--- src/rtl/pcs_am_pkg.sv ---
// Shared 40GBASE-R alignment-marker definitions used by the transmit inserter
// and the receive deskew/lock path.
package pcs_am_pkg;

    localparam int PCS_LANE_N  = 4;
    localparam int PCS_BLOCK_W = 66;

    localparam logic [1:0] SYNC_CTRL = 2'b10;
    localparam logic [1:0] SYNC_DATA = 2'b01;

    typedef logic [PCS_BLOCK_W-1:0] block_t;

    // Low half of the lane marker: {M2,M1,M0}.
    function automatic logic [23:0] am_lo(input int unsigned lane);
        logic [23:0] r;
        case (lane)
            0:       r = 24'h477690;
            1:       r = 24'he6c4f0;
            2:       r = 24'h9b65c5;
            default: r = 24'h3d79a2;
        endcase
        return r;
    endfunction

    // High half of the lane marker: {M6,M5,M4}.
    function automatic logic [23:0] am_hi(input int unsigned lane);
        logic [23:0] r;
        case (lane)
            0:       r = 24'hb8896f;
            1:       r = 24'h193b0f;
            2:       r = 24'h649a3a;
            default: r = 24'hc2865d;
        endcase
        return r;
    endfunction

    // Payload bit p lands in BIP3[(p+2) mod 8]: fold the eight payload bytes,
    // rotate left by two, then add the sync-header bits at positions 3 and 4.
    function automatic logic [7:0] bip3_contrib(input block_t blk);
        logic [7:0] x;
        x = '0;
        for (int k = 0; k < 8; k++) begin
            x = x ^ blk[k*8 +: 8];
        end
        return {x[5:0], x[7:6]} ^ {3'b000, blk[64], blk[65], 3'b000};
    endfunction

    function automatic block_t build_marker(input int unsigned lane, input logic [7:0] bip3);
        return {SYNC_CTRL, ~bip3, am_hi(lane), bip3, am_lo(lane)};
    endfunction

endpackage

--- src/rtl/am_bip_lane.sv ---
// Per-lane BIP3 accumulator: seed with one block's parity, fold in another
// block's parity, or hold.
module am_bip_lane
    import pcs_am_pkg::*;
(
    input  logic       clk,
    input  logic       nreset,
    input  logic       seed_i,
    input  logic       xor_i,
    input  block_t     blk_i,
    output logic [7:0] bip_o
);

    logic [7:0] acc_q;
    logic [7:0] acc_d;
    logic [7:0] contrib;

    always_comb begin
        contrib = bip3_contrib(blk_i);
        acc_d   = acc_q;
        if (seed_i) begin
            acc_d = contrib;
        end else if (xor_i) begin
            acc_d = acc_q ^ contrib;
        end
    end

    always_ff @(posedge clk or negedge nreset) begin
        if (!nreset) begin
            acc_q <= '0;
        end else begin
            acc_q <= acc_d;
        end
    end

    assign bip_o = acc_q;

endmodule

--- src/rtl/am_tx.sv ---
// 40GBASE-R transmit alignment-marker inserter: after every AM_PERIOD accepted
// blocks, one cycle of markers is emitted on all lanes while upstream is stalled.
module am_tx
    import pcs_am_pkg::*;
#(
    parameter int LANE_N    = PCS_LANE_N,
    parameter int BLOCK_W   = PCS_BLOCK_W,
    parameter int AM_PERIOD = 16383
) (
    input  logic                      clk,
    input  logic                      nreset,
    input  logic                      valid_i,
    input  logic [LANE_N*BLOCK_W-1:0] data_i,
    output logic                      ready_o,
    output logic                      valid_o,
    output logic                      am_v_o,
    output logic [LANE_N*BLOCK_W-1:0] data_o
);

    localparam int CNT_W = $clog2(AM_PERIOD + 1);

    logic [CNT_W-1:0]          cnt_q,   cnt_d;
    logic [LANE_N*BLOCK_W-1:0] data_q,  data_d;
    logic                      valid_q, valid_d;
    logic                      am_v_q,  am_v_d;

    logic                      insert;
    logic                      accept;
    logic [LANE_N*BLOCK_W-1:0] marker_w;

    // ready_o depends only on the registered count, never on valid_i.
    assign insert  = (cnt_q == CNT_W'(AM_PERIOD));
    assign accept  = valid_i & ~insert;
    assign ready_o = ~insert;

    generate
        for (genvar gi = 0; gi < LANE_N; gi++) begin : g_lane
            logic [7:0] bip_w;
            block_t     lane_blk;

            assign marker_w[gi*BLOCK_W +: BLOCK_W] = build_marker(gi, bip_w);
            // On a marker cycle the accumulator restarts from the marker's own
            // parity, BIP bytes included.
            assign lane_blk = insert ? marker_w[gi*BLOCK_W +: BLOCK_W]
                                     : data_i[gi*BLOCK_W +: BLOCK_W];

            am_bip_lane u_bip (
                .clk    (clk),
                .nreset (nreset),
                .seed_i (insert),
                .xor_i  (accept),
                .blk_i  (lane_blk),
                .bip_o  (bip_w)
            );
        end
    endgenerate

    always_comb begin
        cnt_d   = cnt_q;
        data_d  = data_q;
        valid_d = 1'b0;
        am_v_d  = 1'b0;
        if (insert) begin
            data_d  = marker_w;
            valid_d = 1'b1;
            am_v_d  = 1'b1;
            cnt_d   = '0;
        end else if (valid_i) begin
            data_d  = data_i;
            valid_d = 1'b1;
            cnt_d   = cnt_q + CNT_W'(1);
        end
    end

    always_ff @(posedge clk or negedge nreset) begin
        if (!nreset) begin
            cnt_q   <= '0;
            data_q  <= '0;
            valid_q <= 1'b0;
            am_v_q  <= 1'b0;
        end else begin
            cnt_q   <= cnt_d;
            data_q  <= data_d;
            valid_q <= valid_d;
            am_v_q  <= am_v_d;
        end
    end

    assign data_o  = data_q;
    assign valid_o = valid_q;
    assign am_v_o  = am_v_q;

endmodule
--- config.mk ---
export PLATFORM = sky130hd
export DESIGN_NAME = am_tx
export DESIGN_NICKNAME = d
export VERILOG_FILES = /design/src/rtl/pcs_am_pkg.sv /design/src/rtl/am_bip_lane.sv /design/src/rtl/am_tx.sv
export SDC_FILE = /design/constraint.sdc
export NUM_CORES = 1
export LEC_CHECK = 0
export ABC_AREA = 1
export BUFFER_PORTS_ARGS = -buffer_cell sky130_fd_sc_hd__buf_2
export CAP_MARGIN = 20
export CELL_PAD_IN_SITES_DETAIL_PLACEMENT = 1
export CELL_PAD_IN_SITES_GLOBAL_PLACEMENT = 2
export CORE_MARGIN = 2
export CORE_UTILIZATION = 25
export CTS_BUF_LIST = sky130_fd_sc_hd__clkbuf_16
export DETAILED_ROUTE_END_ITERATION = 12
export HOLD_SLACK_MARGIN = 0.12
export PLACE_DENSITY = 0.84
export SETUP_SLACK_MARGIN = 0.3
export SLEW_MARGIN = 20
export SYNTH_ARGS = -nofsm -noshare
export SYNTH_HDL_FRONTEND = slang
export SYNTH_SLANG_ARGS = --single-unit
--- constraint.sdc ---
create_clock -name clk -period 2.5 [get_ports clk]
set_clock_uncertainty 0.2 [all_clocks]
set_input_delay 0.5 -clock clk [delete_from_list [all_inputs] [get_ports clk]]
set_output_delay 0.5 -clock clk [all_outputs]
set_load 0.05 [all_outputs]
## Word-level counts from Yosys, hierarchy flattened

Cells that the tools add are included.

- Flip-flop bits (word level): 312
- Bits in latches: 0
- RAM bits: 0
- Memory bits (read-only): 0
- Input port bits: 267
- Logic and storage cells: 73
- Memories kept: 0

- $add $sub $neg: 1
- Multiply operators: 0
- Divide/modulo/power cells: 0
- Magnitude comparators: 0
- Equal/unequal tests: 1
- Shift operators: 0
- Mux-type cells: 19
- Bitwise gates (word level): 42
- Reductions and logical operators: 2

Operators by type and width:

| kind | count |
|---|---|
| 264-bit two-way mux | 2 |
| 66-bit two-way mux | 4 |
| 8-bit bitwise XOR | 32 |
| 8-bit two-way mux | 8 |
| 8-bit NOT | 4 |
| 8-bit by 5-bit bitwise XOR with 8-bit output | 4 |
| 14-bit two-way mux | 2 |
| 14-bit by 1-bit adder with 14-bit output, second input constant | 1 |
| 14-bit equality test, second input constant | 1 |
| 2-bit nonzero test | 2 |
| 1-bit two-way mux | 3 |
| 1-bit bitwise AND | 1 |
| 1-bit NOT | 1 |

## Depth between registers and ports, before layout

- Depth after elaboration: 13
- Depth in mapped cells: 19
- Depth with buffers taken out: 17

## Hierarchy

A second synthesis with hierarchy kept.

- Cells, all modules: 3062
- Area total of the unflattened synthesis: 19886.6 sq um

By module, submodules not included:

| module | times used | cells an instance | area an instance (sq um) |
|---|---|---|---|
| am_tx | 1 | 1742 | 13675.6 |
| am_bip_lane | 4 | 330 | 1552.7 |

## Worst setup path before layout

Ideal clock, no wire load.

- Path type: flip-flop to output port
- Start point: register cnt_q[0]
- End point: output ready_o
- Arrival time: 1971 ps
- Setup slack: -171 ps
- Cell stages (with the launch flop): 10
- Cell sequence: dfrtp_1 > ha_1 > nand3_2 > nor2_2 > nand3_2 > buf_2 > buf_2 > buf_2 > clkbuf_1 > buf_2

- Longest elaborated chain between the ends: 2

RTL lines:

| element | RTL line | text |
|---|---|---|
| from (decl) | am_tx.sv:22 | `logic [CNT_W-1:0] cnt_q, cnt_d;` |
| from (signal assigned) | am_tx.sv:82 | `cnt_q <= cnt_d;` |
| 14-bit equality test | am_tx.sv:32 | `assign insert = (cnt_q == CNT_W'(AM_PERIOD));` |
| 1-bit NOT | am_tx.sv:34 | `assign ready_o = ~insert;` |
| to (decl) | am_tx.sv:14 | `output logic ready_o,` |

Every way passes these cells.

## Worst setup path after layout

- Start point: register cnt_q[1]
- End point: register g_lane[1].u_bip.acc_q[0]

- Longest elaborated chain between the ends: 13

RTL lines:

| element | RTL line | text |
|---|---|---|
| 14-bit equality test (*) | am_tx.sv:32 |  |
| 66-bit two-way mux | am_tx.sv:44 | `assign lane_blk = insert ? marker_w[gi*BLOCK_W +: BLOCK_W]` |
| 8-bit bitwise XOR (7 in a row) | pcs_am_pkg.sv:43 | `x = x ^ blk[k*8 +: 8];` |
| 8-bit by 5-bit bitwise XOR with 8-bit output | pcs_am_pkg.sv:45 | `return {x[5:0], x[7:6]} ^ {3'b000, blk[64], blk[65], 3'b000};` |
| 8-bit bitwise XOR | am_bip_lane.sv:24 | `acc_d = acc_q ^ contrib;` |
| 8-bit two-way mux | am_bip_lane.sv:23 | `end else if (xor_i) begin` |
| 8-bit two-way mux | am_bip_lane.sv:21 | `if (seed_i) begin` |
| to (signal assigned) | am_bip_lane.sv:30 | `acc_q <= '0;` |
| to (signal assigned) | am_bip_lane.sv:32 | `acc_q <= acc_d;` |
| to (decl) | am_bip_lane.sv:14 | `logic [7:0] acc_q;` |

Mark *: on every way between the ends. The rest lies on a longest branch, timed or not. The select of a mux whose other input is x is not followed.
A chain may end at the register's enable or synchronous reset.

==> results.cfg <==
[setup_path]
crit_top_cell = nand2_1
crit_cells = 18
cp_max_fo = 17
rr_worst_depth = 18
required_ps = 2750
slowest_delay_ps = 400
cp-start-kind = flip-flop
worst-path-buf-inv = 4
cp_slowest_cell = dfrtp_1
end_kind = flip-flop
crit_family = simple AND/OR/NAND/NOR gates
crit_type = flip-flop to flip-flop
cp_cell_sequence = ha_4 -> nand3_4 -> nor2_4 -> nand3_4 -> buf_6 -> buf_16 -> buf_16 -> nand2_1 -> nand2_1 -> or2_4 -> nand2_1 -> nand2_2 -> nand2_2 -> nand2_2 -> nand3_2 -> nand2_1 -> nand2_1 -> inv_1
cp_data_arrival_time_ps = 2920

[global_routing]
grt_overflow = 0
grt_max_degree = 73
track_usage_pct = 23.6
grt_pass1_vias = 21600
grt_pass1_wl_mm = 128
antenna_found_initial = 8

[timing]
slew_headroom_pct = 62.3
maxSlewViolCount = 0
hold_viol = 0
fin_crit_sh_pct = 107
rsz0062_at_grt = yes
setup_viol = 150
setup_tns_ps = -9070
worst_pin_slew_ps = 566
worst_slack_ps = -163
fmax_ghz = 0.376
fin_crit_ps = 2660

[logic_synthesis]
avgSynthCellArea_um2 = 7.25
ys_ff_latch = 312
ys_seq_area_share_pct = 45.9
synthTopCellsByArea = dfrtp_1 46%, nand2_1 17%, nand3_1 6.2%
netlist_area_mm2 = 0.0170
synth_area_leader_cell = dfrtp_1
yosysWarnings = 0
synthDistinctLibCells = 32
synth_cells = 2349
synth_nets = 2617
synth_top_cell_area_share_pct = 45.9

[drt]
first_iter_violations = 1289
drc_errors = 0
postRouteAntennaNets = 0
via_count = 20900
wl_per_cell_um = 22.7
avgViaCountPerCell = 4.94
first_pass_iters = 5
wirelength_mm = 95.9

[clock_network]
clkLatencyLatePin_ps = 580
ctsLongestPathBuffers = 3
cts_htree_levels = 2
cts_buffers = 42
clockRootBuffer = clkbuf_16
clk_pin_slew_worst_paths_ps = 60
cts.sinks = 312
cts_tree = yes

[die]
dieArea_mm2 = 0.0702
rows = 95
fp.dieW_um = 265
fp.coreArea_mm2 = 0.0673
top_level_ports = 534
die_h_um = 265
initial_core_util_pct = 25.3

[run]
drv_cap = 0

[run_status]
status = finished with violations
violations = negative setup slack

[cells_and_area]
area_growth_syn_to_layout_pct = 75.6
finalInstanceArea_mm2 = 0.0299
mostFrequentLayoutCells = 603 x nand2_1, 530 x buf_2, 312 x dfrtp_1
final_common_cell = nand2_1
nets = 3590
drive_above_1_share_pct = 39.4

[placement]
hpwl_mm = 52.9
dpl_cell_area_mm2 = 0.0221
gp_congestion = 0.828
numPortBuffers = 533

[pwr]
leakage_nw = 15.6
peakVddDrop_mv = 0.421
power_density_mw_per_mm2 = 616

[min_path]
hold_class = primary input to flip-flop
hold_depth = 5
==> final timing paths <==
path	endpoint	start	slack, ps
max	g_lane[1].u_bip.bip_o[0]	cnt_q[1]	-160
min	data_o[223]	data_i[223]	130
max reg2reg	g_lane[1].u_bip.bip_o[0]	cnt_q[1]	-160
min reg2reg	data_o[143]	data_o[143]	260
max in group asynchronous	data_o[159]	nreset	1010
min in group asynchronous	data_o[8]	nreset	270
==> state kept, by name, indices dropped and copies added, names as in the netlist <==
| register | cells |
|---|---|
| g_lane.u_bip.bip_o | 32 |
| am_v_o | 1 |
| data_o | 264 |
| valid_o | 1 |
| cnt_q | 14 |
==> what timing repair did <==
| item | in CTS | in global routing |
|---|---|---|
| endpoints found under the hold margin | 395 | 0 |
| gates resized for setup | 182 | 444 |
| pin swaps | 63 | 91 |
| gates cloned | 29 | 36 |
| setup endpoints to repair | 293 | 299 |
| buffers inserted | 24 | 30 |
| hold buffers | 216 | 0 |
==> report_power, final <==
part           internal [mW]  switching, mW  total (mW)
registers               5.70          0.528        6.23
clock network           3.41           2.55        5.96
logic                   2.13           4.07        6.20
total                   11.2           7.14        18.4
==> metal layers <==
metal	global-route usage, %	wire [µm]	share of wire, %
met2	41.0	47400	49
met4	9.36	4380	4.6
met1	28.8	38700	40
met5	0	25	0.026
met3	4.25	5330	5.6
==> Yosys cell counts, drive strengths merged <==
| cell | n |
|---|---|
| a21oi | 42 |
| a31oi | 102 |
| buf | 70 |
| clkbuf | 49 |
| clkinv | 3 |
| dfrtp | 312 |
| ha | 1 |
| inv | 270 |
| nand2 | 782 |
| nand3 | 214 |
| nand3b | 14 |
| nand4 | 28 |
| nor2 | 185 |
| nor3 | 3 |
| nor4 | 2 |
| o211ai | 7 |
| o21ai | 187 |
| or2 | 12 |
| or3 | 1 |
| xnor2 | 42 |
| xor2 | 23 |
==> through the flow <==
stage / hold slack [ps] / instances / setup slack [ps] / power (mW) / util, %
final: 133 / 4231 / -163 / 18.4 / 44.4
after global routing: 132 / 4229 / -310 / 19.2 / 44.4
after CTS: 120 / 4159 / -68.5 / 17.8 / 40.5
after detailed placement: 254 / 3816 / -144 / 11.2 / 32.9
after global placement: 250 / 3816 / -116 / 11.0 / 32.9
after floorplan: 4.41 / 2349 / 188 / 9.37 / -
==> final cells by class <==
type / count / area [µm²]
Timing Repair Buffer: 1045 / 8980
Clock inverter: 31 / 221
Inverter: 273 / 1050
Antenna cell: 6 / 15.0
Sequential cell: 312 / 7810
Timing Repair inverter: 3 / 48.8
Tap cell: 873 / 1090
Fill cell: 7939 / 37400
Clock buffer: 43 / 1080
Multi-Input combinational cell: 1645 / 9580
==> tightest hold or removal path, cell delays in order <==
cell     delay [ps]
buf_2           100
inv_1            60
nand2_2          70
o21ai_4          80
o21ai_1          60
==> cell families after synthesis <==
logic type | synth area share [%]
buffers and inverters | 9.50
XOR/XNOR | 3.35
AO/OA/AOI/OAI | 11.1
flip-flops | 45.9
AND/OR/NAND/NOR | 30.1
adder cells (fa/ha/maj) | 0.0735
Note: power is estimated with default switching activity, not from simulation.
